**config.mk**
```make
export PLATFORM = sky130hd
export DESIGN_NAME = hazard_stall_ctrl
export DESIGN_NICKNAME = d
export VERILOG_FILES = /design/src/rtl/hazard_stall_ctrl_pkg.sv /design/src/rtl/hazard_stall_ctrl_src_use_decode.sv /design/src/rtl/hazard_stall_ctrl.sv
export SDC_FILE = /design/constraint.sdc
export NUM_CORES = 1
export LEC_CHECK = 0
export CORE_MARGIN = 1
export CORE_UTILIZATION = 30
export CTS_CLUSTER_SIZE = 20
export DETAILED_ROUTE_END_ITERATION = 8
export PLACE_DENSITY = 0.67
export SLEW_MARGIN = 20
export SYNTH_ARGS = -nofsm -noshare
export SYNTH_HDL_FRONTEND = slang
export SYNTH_HIERARCHICAL = 1
export SYNTH_SLANG_ARGS = --single-unit
```
**constraint.sdc**
```tcl
create_clock -name clk_i -period 3.7 [get_ports clk_i]
set_clock_uncertainty 0.2 [all_clocks]
set_input_delay 1.11 -clock clk_i [delete_from_list [all_inputs] [get_ports clk_i]]
set_output_delay 1.11 -clock clk_i [all_outputs]
set_load 0.1 [all_outputs]
```
**src/rtl/hazard_stall_ctrl_pkg.sv**
```systemverilog
// Shared opcode constants and FSM state encoding for the hazard/stall controller.
// Latency: n/a (definitions only).
// Backpressure: n/a (definitions only).
package hazard_stall_ctrl_pkg;

    // Opcodes the source-use decoder recognises (6-bit MIPS major opcode).
    localparam logic [5:0] OP_RTYPE = 6'b000000;
    localparam logic [5:0] OP_BEQ   = 6'b000100;
    localparam logic [5:0] OP_ADDI  = 6'b001000;
    localparam logic [5:0] OP_LW    = 6'b100011;
    localparam logic [5:0] OP_SW    = 6'b101011;

    // Load-use FSM: RUN is the normal state; LU_HOLD covers the extra
    // bubbles beyond the first when more than one bubble is configured.
    typedef enum logic {
        ST_RUN     = 1'b0,
        ST_LU_HOLD = 1'b1
    } state_t;

endpackage

```
**src/rtl/hazard_stall_ctrl_src_use_decode.sv**
```systemverilog
// Decodes which source registers (rs, rt) an instruction in ID actually reads.
// Latency: purely combinational, zero cycles.
// Backpressure: none; output follows the opcode every cycle.
//
// Ports:
//   op     - opcode of the instruction in ID
//   use_rs - instruction reads rs
//   use_rt - instruction reads rt
module hazard_stall_ctrl_src_use_decode
    import hazard_stall_ctrl_pkg::*;
#(
    parameter int OP_W = 6
) (
    input  logic [OP_W-1:0] op,
    output logic            use_rs,
    output logic            use_rt
);

    always_comb begin
        use_rs = 1'b0;
        use_rt = 1'b0;
        case (op)
            OP_W'(OP_RTYPE),
            OP_W'(OP_BEQ),
            OP_W'(OP_SW): begin
                use_rs = 1'b1;
                use_rt = 1'b1;
            end
            // lw reads only its base register; its rt is a destination.
            OP_W'(OP_ADDI),
            OP_W'(OP_LW): begin
                use_rs = 1'b1;
            end
            default: begin
                use_rs = 1'b0;
                use_rt = 1'b0;
            end
        endcase
    end

endmodule

```
**src/rtl/hazard_stall_ctrl.sv**
```systemverilog
// Load-use hazard detector with configurable bubble count, MEM-busy freeze,
// taken-branch flush and a saturating stall-cycle statistics counter.
// Latency: outputs are combinational from state and inputs (same-cycle stall);
//          Backpressure: DMem_busy_i freezes PC..EX/MEM and holds the FSM.
//
// Ports:
//   clk_i, rst_i               - clock, async active-high reset
//   Op_i, IFID_Rs/RtAddr_i     - instruction in ID
//   IDEX_RtAddr_i, IDEX_MemRead_i - instruction in EX (load destination)
//   DMem_busy_i                - MEM-stage access not complete this cycle
//   Branch_taken_i             - branch in ID resolved taken
//   Stat_clr_i                 - synchronous clear of Stall_cnt_o
//   PC/IFID/IDEX/EXMEM_stall_o - hold the respective pipeline registers
//   IDEX_bubble_o              - load NOP controls into ID/EX
//   IFID_flush_o               - zero IF/ID
//   Stall_cnt_o                - saturating count of cycles with PC held
module hazard_stall_ctrl
    import hazard_stall_ctrl_pkg::*;
#(
    parameter int OP_W       = 6,
    parameter int REG_W      = 5,
    parameter int LU_BUBBLES = 1,
    parameter int CNT_W      = 3,
    parameter int STAT_W     = 16
) (
    input  logic              clk_i,
    input  logic              rst_i,
    input  logic [OP_W-1:0]   Op_i,
    input  logic [REG_W-1:0]  IFID_RsAddr_i,
    input  logic [REG_W-1:0]  IFID_RtAddr_i,
    input  logic [REG_W-1:0]  IDEX_RtAddr_i,
    input  logic              IDEX_MemRead_i,
    input  logic              DMem_busy_i,
    input  logic              Branch_taken_i,
    input  logic              Stat_clr_i,
    output logic              PC_stall_o,
    output logic              IFID_stall_o,
    output logic              IDEX_bubble_o,
    output logic              IDEX_stall_o,
    output logic              EXMEM_stall_o,
    output logic              IFID_flush_o,
    output logic [STAT_W-1:0] Stall_cnt_o
);

    // Elaboration-time parameter sanity check.
    if (LU_BUBBLES < 1 || LU_BUBBLES > 7 || (LU_BUBBLES - 1) >= (1 << CNT_W)) begin : g_bad_param
        $error("hazard_stall_ctrl: LU_BUBBLES must be 1..7 and fit in CNT_W bits");
    end

    // Only configurations with more than one bubble ever use LU_HOLD.
    localparam bit MULTI_BUBBLE = (LU_BUBBLES > 1);
    localparam logic [CNT_W-1:0] CNT_LOAD = CNT_W'(LU_BUBBLES - 1);

    state_t           state, state_nxt;
    logic [CNT_W-1:0] cnt, cnt_nxt;

    logic use_rs;
    logic use_rt;
    logic hazard;
    logic lu_stall;

    hazard_stall_ctrl_src_use_decode #(
        .OP_W (OP_W)
    ) u_src_use_decode (
        .op     (Op_i),
        .use_rs (use_rs),
        .use_rt (use_rt)
    );

    // r0 is hard-wired to zero, so a load "into" it never creates a dependency.
    assign hazard = IDEX_MemRead_i
                  && (IDEX_RtAddr_i != '0)
                  && ((use_rs && (IFID_RsAddr_i == IDEX_RtAddr_i))
                   || (use_rt && (IFID_RtAddr_i == IDEX_RtAddr_i)));

    // The first bubble is issued from RUN in the cycle the hazard appears;
    // LU_HOLD supplies the remaining LU_BUBBLES-1 regardless of ID contents.
    assign lu_stall = ((state == ST_RUN) && hazard) || (state == ST_LU_HOLD);

    always_ff @(posedge clk_i or posedge rst_i) begin
        if (rst_i) begin
            state <= ST_RUN;
            cnt   <= '0;
        end else begin
            state <= state_nxt;
            cnt   <= cnt_nxt;
        end
    end

    // Bubbles are only counted on cycles where the pipe actually advances;
    // while MEM is busy the FSM and counter are frozen.
    always_comb begin
        state_nxt = state;
        cnt_nxt   = cnt;
        if (!DMem_busy_i) begin
            case (state)
                ST_RUN: begin
                    if (hazard && MULTI_BUBBLE) begin
                        state_nxt = ST_LU_HOLD;
                        cnt_nxt   = CNT_LOAD;
                    end
                end
                ST_LU_HOLD: begin
                    cnt_nxt = cnt - CNT_W'(1);
                    if (cnt == CNT_W'(1)) begin
                        state_nxt = ST_RUN;
                    end
                end
                default: begin
                    state_nxt = ST_RUN;
                    cnt_nxt   = '0;
                end
            endcase
        end
    end

    // Priority: MEM busy freeze > load-use bubble > branch flush.
    always_comb begin
        PC_stall_o    = 1'b0;
        IFID_stall_o  = 1'b0;
        IDEX_bubble_o = 1'b0;
        IDEX_stall_o  = 1'b0;
        EXMEM_stall_o = 1'b0;
        IFID_flush_o  = 1'b0;
        if (DMem_busy_i) begin
            PC_stall_o    = 1'b1;
            IFID_stall_o  = 1'b1;
            IDEX_stall_o  = 1'b1;
            EXMEM_stall_o = 1'b1;
        end else if (lu_stall) begin
            PC_stall_o    = 1'b1;
            IFID_stall_o  = 1'b1;
            IDEX_bubble_o = 1'b1;
        end else begin
            // A branch that waited on a load is resolved again here once
            // the bubbles have drained.
            IFID_flush_o  = Branch_taken_i;
        end
    end

    // Saturating stall statistics; clear takes precedence over counting.
    always_ff @(posedge clk_i or posedge rst_i) begin
        if (rst_i) begin
            Stall_cnt_o <= '0;
        end else if (Stat_clr_i) begin
            Stall_cnt_o <= '0;
        end else if (PC_stall_o && (Stall_cnt_o != '1)) begin
            Stall_cnt_o <= Stall_cnt_o + STAT_W'(1);
        end
    end

endmodule

```
Word level (Yosys, flattened, before mapping). Index checks and enable logic that the tools add are counted.

Bitwise operators: 2. Add/sub/neg operators: 2. Eq/ne operators: 8. Reduce and logical (&&, ||, !) cells: 14. Multiplexer cells: 12.

Operator list (count): two-way mux 16 bit (2); adder 16 x 1 -> 16 bit (second input constant) (1); != test 16 bit (second input constant) (1); == test 6 bit (second input constant) (2); == test 5 bit (2); two-way mux 1 bit (10); == test 6 x 3 -> 1 bit (second input constant) (1); == test 6 x 4 -> 1 bit (second input constant) (1); logical AND 1 bit (6); zero test 6 bit (1); nonzero test 5 bit (1); OR reduction 5 bit (1); == test 3 x 1 -> 1 bit (second input constant) (1); OR reduction 3 bit (1); subtractor 3 x 1 -> 3 bit (second input constant) (1); logical OR 1 bit (2); NOT 1 bit (2); AND reduction 2 bit (1); nonzero test 2 bit (1).

Bits of input ports: 27. Output and inout bits: 22. Logic and storage cells: 41. Bits in registers: 20.

Logic depth before layout (Yosys ltp). Gate-level depths: netlist of run 1.

Depth in word-level cells: 13. Gate-level depth with buffers: 9. Depth with buffers taken out: 7.

Hierarchy. Netlist of run 1, hierarchy kept.

Modules (own cells, without submodules): hazard_stall_ctrl (sequential area each 500.5 µm², instances 1, area each 1348.8 µm², cells each 138); hazard_stall_ctrl_src_use_decode (sequential area each 0.0 µm², instances 1, area each 65.1 µm², cells each 7).

Worst setup path before layout of run 1. OpenSTA, ideal clock, no wires.

Path kind: input to output. From: input port IDEX_RtAddr_i[1]. To: output port IFID_flush_o. Path buffers: 0. Stages on the path: 4. Arrival: 5013 ps. Slack: -2623 ps. Required time: 2390 ps. Path through: or4_1 > o21ai_2 > nor2b_1 > nor4b_1.

Word-level cells in the longest chain between the ends: 8. Elaborated cells on any way between the ends: 12. Those cells by class: 2 x eq/ne; 2 x mux; 8 x reduce/logical.

RTL lines: start, declared (line hazard_stall_ctrl.sv:31) `input logic [REG_W-1:0] IDEX_RtAddr_i,`; == test 5 bit, on equally long branches (line hazard_stall_ctrl.sv:73, hazard_stall_ctrl.sv:74); logical AND 1 bit, on equally long branches (line hazard_stall_ctrl.sv:73, hazard_stall_ctrl.sv:74); logical OR 1 bit (line hazard_stall_ctrl.sv:74) `|| (use_rt && (IFID_RtAddr_i == IDEX_RtAddr_i)));`; logical AND 1 bit (*) (line hazard_stall_ctrl.sv:73) `&& ((use_rs && (IFID_RsAddr_i == IDEX_RtAddr_i))`; logical AND 1 bit (*) (line hazard_stall_ctrl.sv:78) `assign lu_stall = ((state == ST_RUN) && hazard) || (state == ST_LU_HOLD);`; logical OR 1 bit (*) (line hazard_stall_ctrl.sv:78); two-way mux 1 bit (*) (line hazard_stall_ctrl.sv:130) `end else if (lu_stall) begin`; two-way mux 1 bit (*) (line hazard_stall_ctrl.sv:125) `if (DMem_busy_i) begin`; end, declared (line hazard_stall_ctrl.sv:41) `output logic IFID_flush_o,`.

Every way passes the cells marked *; elsewhere a longest branch is shown, timed or not.

Final worst setup path of run 1.
From: input port IDEX_RtAddr_i[3]. To: output port PC_stall_o.

Word-level cells in the longest chain between the ends: 8. Elaborated cells on any way between the ends: 12. Those cells by class: 2 x eq/ne; 2 x mux; 8 x reduce/logical.

RTL lines: == test 5 bit, on equally long branches (line hazard_stall_ctrl.sv:73, hazard_stall_ctrl.sv:74); logical AND 1 bit, on equally long branches (line hazard_stall_ctrl.sv:73, hazard_stall_ctrl.sv:74); logical OR 1 bit (line hazard_stall_ctrl.sv:74); logical AND 1 bit (*) (line hazard_stall_ctrl.sv:73); logical AND 1 bit (*) (line hazard_stall_ctrl.sv:78); logical OR 1 bit (*) (line hazard_stall_ctrl.sv:78); two-way mux 1 bit (*) (line hazard_stall_ctrl.sv:130); two-way mux 1 bit (*) (line hazard_stall_ctrl.sv:125); end, declared (line hazard_stall_ctrl.sv:36) `output logic PC_stall_o,`.

Marked as above.

==> impl_metrics.yaml, run 1 <==
floorplan:
  die_x_um: 70.7
  io_pins: 49
  die-area_um2: 4990
  core-area_um2: 4440
  rows: 24
  start_util: 0.318
  die_height_um: 70.7
drt:
  top_layer_used: "met4"
  vias: 1279
  wl_met3_um: 110
  drc: 2
  wl_per_cell_um: 12.9
  wl_met2_um: 1690
  routed_wl_um: 3330
  ant_nets: 0
  first_pass_iters: 6
  met1Wirelength_um: 1500
  drt_iter0_drc: 34
  vias_per_cell: 4.98
sta:
  hold_ws_ps: 278
  relSlewSlack: 0.481
  tns_ps: -567
  post-route-min-period_ps: 3870
  hold_violations: 0
  worst_slack_ps: -172
  maxSlewViolCount: 0
  rsz0062_at_grt: "true"
  period_share: 1.05
  fmax_ghz: 0.258
  setup_viol: 4
  tightest_slew_ps: 777
power_and_ir_drop:
  p_int_uw: 376
  leakage_nw: 0.886
  p_sw_uw: 151
  p_comb_frac: 0.266
  swShare: 0.286
  seqPwrFrac: 0.425
  powerDensity_nw_per_um2: 249
  clockPowerShare: 0.309
  vdd_ir_drop_max_uv: 202
grt:
  grt_overflow: 0
  grt_max_degree: 21
  antenna_found_initial: 0
  grt_pass1_vias: 1233
  grt_first_pass_wirelength_um: 5740
  track_usage: 0.144
layout:
  multi_input_area_um2: 873
  seqCellArea_um2: 500
  fillCellCount: 424
  final_common_cell: "buf_4"
  postLayoutCoreUtil: 0.476
  nets: 236
  antenna_cells: 0
  drive_gt1_frac: 0.405
  area_delta_synth_final_pct: 49.6
  final_cell_mix: "buf_4, dfrtp_1, xnor2_1, dlygate4sd2_1, nand2_1"
yosys:
  netlist_instances: 145
  synth_top_area_frac: 0.354
  synth_edf_count: 0
  synth_area_um2: 1410
  avgSynthCellArea_um2: 9.75
  async_flop_share: 1.00
  synth_fp_nets: 175
  ys_ff_latch: 20
  synth_cell_types: 45
  synth_warnings: 6
  seq_area_frac_synth: 0.354
  post_synth_main_area_contributors: "dfrtp_1, xnor2_1, a21oi_2, ha_1, nand2_1"
  synth_area_leader_cell: "dfrtp_1"
  synth_flop_cell: "dfrtp_1"
flow_run:
  max-cap-violations: 0
run_status:
  violations: "DRC, setup timing"
  status: "finished, violations left"
critical_path:
  path_buf_inv: 2
  critical_path.max_stage_delay_ps: 530
  crit_chain: "buf_6 -> or4_4 -> o21ai_4 -> nor2b_4 -> or3_4 -> buf_12"
  cp_slowest_cell: "or4_4"
  cp-start-kind: "input port"
  cp_max_fo: 3
  cp.required_ps: 2390
  crit_path_end_kind: "primary output"
  worstPathArrival_ps: 2560
  crit_type: "input port to primary output"
  crit_family: "simple AND/OR/NAND/NOR gates"
clock_network:
  clock_latency_ps: 260
  clock-sinks: 20
  cts_tree: "built"
  cts_buffers: 3
  clk_path_buf_depth: 2
  cts.clk_slew.worst_paths_ps: 70
  root_buffer: "clkbuf_8"
  holdBufCountCts: 0
  htree_levels: 1
placed_design:
  gp_congestion: 0.708
  dp_hpwl_um: 2600
  portBuffers: 48
hold_path:
  min_path_type: "flip-flop to flip-flop"
[Yosys cell counts, types with 2 or more instances]
library cell	instances
nor2_1	9
ha_1	3
dfrtp_1	20
buf_4	3
o22ai_2	3
nand4_1	5
inv_1	5
nand2_1	10
o31ai_1	5
xor2_1	2
or3_2	5
o21ai_1	7
or4_1	3
a21oi_1	6
nand3_1	5
or4_2	3
xnor2_1	12
nand2b_1	3
nor2b_1	2
or3_1	3
a21oi_2	7
[final timing paths]
kind | slack (ps) | from | cells past startpoint | to
worst min register to register | 280 | cnt[2] | 1 | cnt[2]
worst min-delay path | 280 | cnt[2] | 1 | cnt[2]
worst max-delay path | -170 | IDEX_RtAddr_i[3] | 6 | PC_stall_o
max in group asynchronous | 1720 | rst_i | 2 | Stall_cnt_o[12]
min in group asynchronous | 1090 | rst_i | 2 | Stall_cnt_o[8]
worst max register to register | 1000 | Stall_cnt_o[0] | 8 | Stall_cnt_o[1]
[state kept, by name, summed over array words and instances (netlist names)]
name / cells
cnt: 3
Stall_cnt_o: 16
state: 1
[worst register-to-register path, cell delays in order (launching register included)]
cell	delay, ps
dfrtp_1	430
ha_1	360
nand4_1	140
or4_4	560
nor2b_4	160
a21oi_2	320
buf_4	200
mux2i_1	180
nor2_1	60
[cell type report]
class | count | share of cell area
multi-input combinational | 113 | 0.413
timing repair buffer | 63 | 0.285
sequential | 20 | 0.237
tap | 52 | 0.0308
clock buffer | 4 | 0.0260
inverter | 5 | 0.00888
[power groups by stage]
stage	registers [mW]	clock network, mW	logic (mW)
2_1_floorplan	0.245	0	0.0689
5_1_grt	0.224	0.180	0.149
3_5_place_dp	0.228	0	0.146
3_3_place_gp	0.228	0	0.145
4_1_cts	0.224	0.170	0.141
6_report	0.224	0.163	0.140
[repair_timing]
action                                  4_1_cts  5_1_grt
endpoints found under the setup margin        4        4
pin swaps                                    19        4
hold endpoints to repair                      0        0
setup buffers                                 2        0
resized for setup                            52        2
[per-stage QoR]
| step | total power [mW] | cells | area [µm²] | worst slack, ps |
|---|---|---|---|---|
| floorplan | 0.313 | 145 | 1470 | -561 |
| global placement | 0.373 | 251 | 2060 | -565 |
| detailed placement | 0.374 | 251 | 2060 | -575 |
| CTS | 0.535 | 257 | 2110 | -161 |
| global route | 0.554 | 257 | 2110 | -210 |
| finish | 0.527 | 257 | 2110 | -172 |
[routing by layer]
layer  vias to the layer above  global-route usage
li1                        649                   -
met1                       609               0.189
met2                        19               0.243
met3                         2              0.0313
met4                         0              0.0333
met5                         -                   0
[cell families after synthesis]
group | count (synthesis) | share of synthesized area
xor+xnor | 14 | 0.0867
mux | 2 | 0.0177
compound gates | 35 | 0.191
buf+inv | 12 | 0.0681
fa+ha+maj | 3 | 0.0266
simple gates | 59 | 0.256
flops | 20 | 0.354
No activity file was read; power rests on OpenSTA's default activity.
==> inputs of run 2 (changes only) <==
- CORE_MARGIN: 1 -> 2
- TNS_END_PERCENT: default -> 100
==> run 2 against run 1 <==
  * The run ends with setup timing left
  * Utilization down 0.62 points
  * Count of clock-buffer cells in the layout did not move
  * Via count decreased by 3.0%
  * Sequential power about the same
  * Register-to-register slack worse by 70 ps
  * Hold slack improved by 16 ps
  * Combinational power hardly changed
  * Critical path depth did not move
  * Final cell count is 0.78% lower
  * Sequential share of layout area up 0.31 points
  * Highest routed layer unchanged
  * Maximum frequency shrank 0.12%
==> impl_metrics.yaml, run 2 (same netlist as run 1, synthesis figures left out) <==
placed_design:
  placed_area_um2: 2060
  dp_slack_ps: -533
  dp_hpwl_um: 2780
  gp_congestion: 0.701
  portBuffers: 48
layout:
  reg_top3: "Stall_cnt_o x16, cnt x3, state x1"
  postLayoutCoreUtil: 0.470
  antenna_cells: 0
  final_common_cell: "buf_4"
  final_cell_mix: "buf_4, dfrtp_1, xnor2_1, dlygate4sd2_1, nand2_1"
  area_delta_synth_final_pct: 47.6
  largest_reg_flops: 16
  nets: 234
  final_cell_area_um2: 2090
  top_register: "Stall_cnt_o"
  drive_gt1_frac: 0.399
drt:
  drt_iter0_drc: 72
  vias_per_cell: 4.87
  vias: 1241
  ant_nets: 0
  routed_wl_um: 3560
  drc: 0
  first_pass_iters: 4
  wl_per_cell_um: 14.0
clock_network:
  clk_path_buf_depth: 2
  clock-sinks: 20
  htree_levels: 1
  clock_latency_ps: 260
  root_buffer: "clkbuf_8"
  cts.clk_slew.worst_paths_ps: 70
  holdBufCountCts: 0
  cts_tree: "built"
  post_cts_buffers: 0
  cts_buffers: 3
critical_path:
  cp.required_ps: 2390
  r2r-end: "Stall_cnt_o[1]"
  crit_type: "input port to primary output"
  crit_path_end_kind: "primary output"
  worstPathArrival_ps: 2570
  r2r_slack_ps: 930
  cp-start-kind: "input port"
  cp_max_fo: 3
  r2r_start: "Stall_cnt_o[0]"
  worst-r2r-cell-count: 8
grt:
  grt_pass1_vias: 1212
  grt_max_degree: 21
  grt_first_pass_wirelength_um: 5630
  track_usage: 0.141
  antenna_found_initial: 0
  grt_overflow: 0
flow_run:
  max-cap-violations: 0
power_and_ir_drop:
  p_comb_frac: 0.261
  total_power_uw: 532
  powerDensity_nw_per_um2: 255
  swShare: 0.295
  vdd_ir_drop_max_uv: 128
  clockPowerShare: 0.318
  p_int_uw: 375
  leakage_nw: 0.863
  seqPwrFrac: 0.422
  p_sw_uw: 157
hold_path:
  holdCritStartpoint: "cnt[2]"
  holdPathStages: 1
  min_path_type: "flip-flop to flip-flop"
  min_to: "cnt[2]"
sta:
  hold_violations: 0
  post-route-min-period_ps: 3880
  worst_slack_ps: -177
  tightest_slew_ps: 778
  rsz0062_at_grt: "true"
  maxSlewViolCount: 0
  setup_viol: 4
  relSlewSlack: 0.481
  fmax_ghz: 0.258
  period_share: 1.05
  hold_ws_ps: 294
floorplan:
  die_height_um: 72.7
  die_x_um: 72.7
  io_pins: 49
  die-area_um2: 5280
  start_util: 0.318
  core-area_um2: 4440
  rows: 24
run_status:
  status: "finished, violations left"
  violations: "setup timing"
run 2: cell count changes in the layout (fill, tap and decap cells not counted), sizes merged:
cell,delta
buf,-3
dlymetal6s2s,-1
clkbuf,+1
clkdlybuf4s50,+1
run 2: how the worst max path moves through the flow:
stage	startpoint	endpoint	cells after the start
floorplan	IDEX_RtAddr_i[1]	IFID_flush_o	4
detailed placement	Op_i[1]	IDEX_bubble_o	9
global route	Op_i[1]	IFID_stall_o	8
global placement	IDEX_RtAddr_i[1]	IFID_stall_o	6
CTS	Op_i[5]	PC_stall_o	8
finish	IDEX_RtAddr_i[2]	PC_stall_o	6
run 2: final cells by class:
| type | count | area, µm² |
|---|---|---|
| timing repair buffer | 61 | 574 |
| fill | 430 | 2360 |
| clock buffer | 4 | 55.1 |
| tap | 52 | 65.1 |
| multi-input combinational | 113 | 873 |
| sequential | 20 | 500 |
| inverter | 5 | 18.8 |
run 2: per-layer routing:
metal / global-route usage / routed length, µm
met1: 0.179 / 1580
met5: 0 / 0
met2: 0.232 / 1820
met4: 0.0617 / 63
met3: 0.0262 / 100
run 2: stage by stage:
step                TNS (ps)  instances
detailed placement     -1980        251
global placement       -1930        251
floorplan              -1240        145
global route            -780        255
finish                  -535        255
CTS                     -637        255
run 2: timing repair:
item                                    CTS  global route
pin swaps                                20             7
resized for setup                        46             3
endpoints found under the setup margin    4             4
run 2: power by group through the flow:
stage | clock network [mW] | logic [mW] | registers, mW
after floorplan | 0 | 0.0689 | 0.245
after global placement | 0 | 0.146 | 0.228
after detailed placement | 0 | 0.146 | 0.228
after CTS | 0.176 | 0.139 | 0.224
after global routing | 0.185 | 0.147 | 0.224
final | 0.169 | 0.138 | 0.224
run 2: worst max-delay path, stage by stage:
cell	delay, ps
buf_6	90
or4_4	530
o21ai_4	170
nor2b_4	70
or3_4	400
buf_12	180
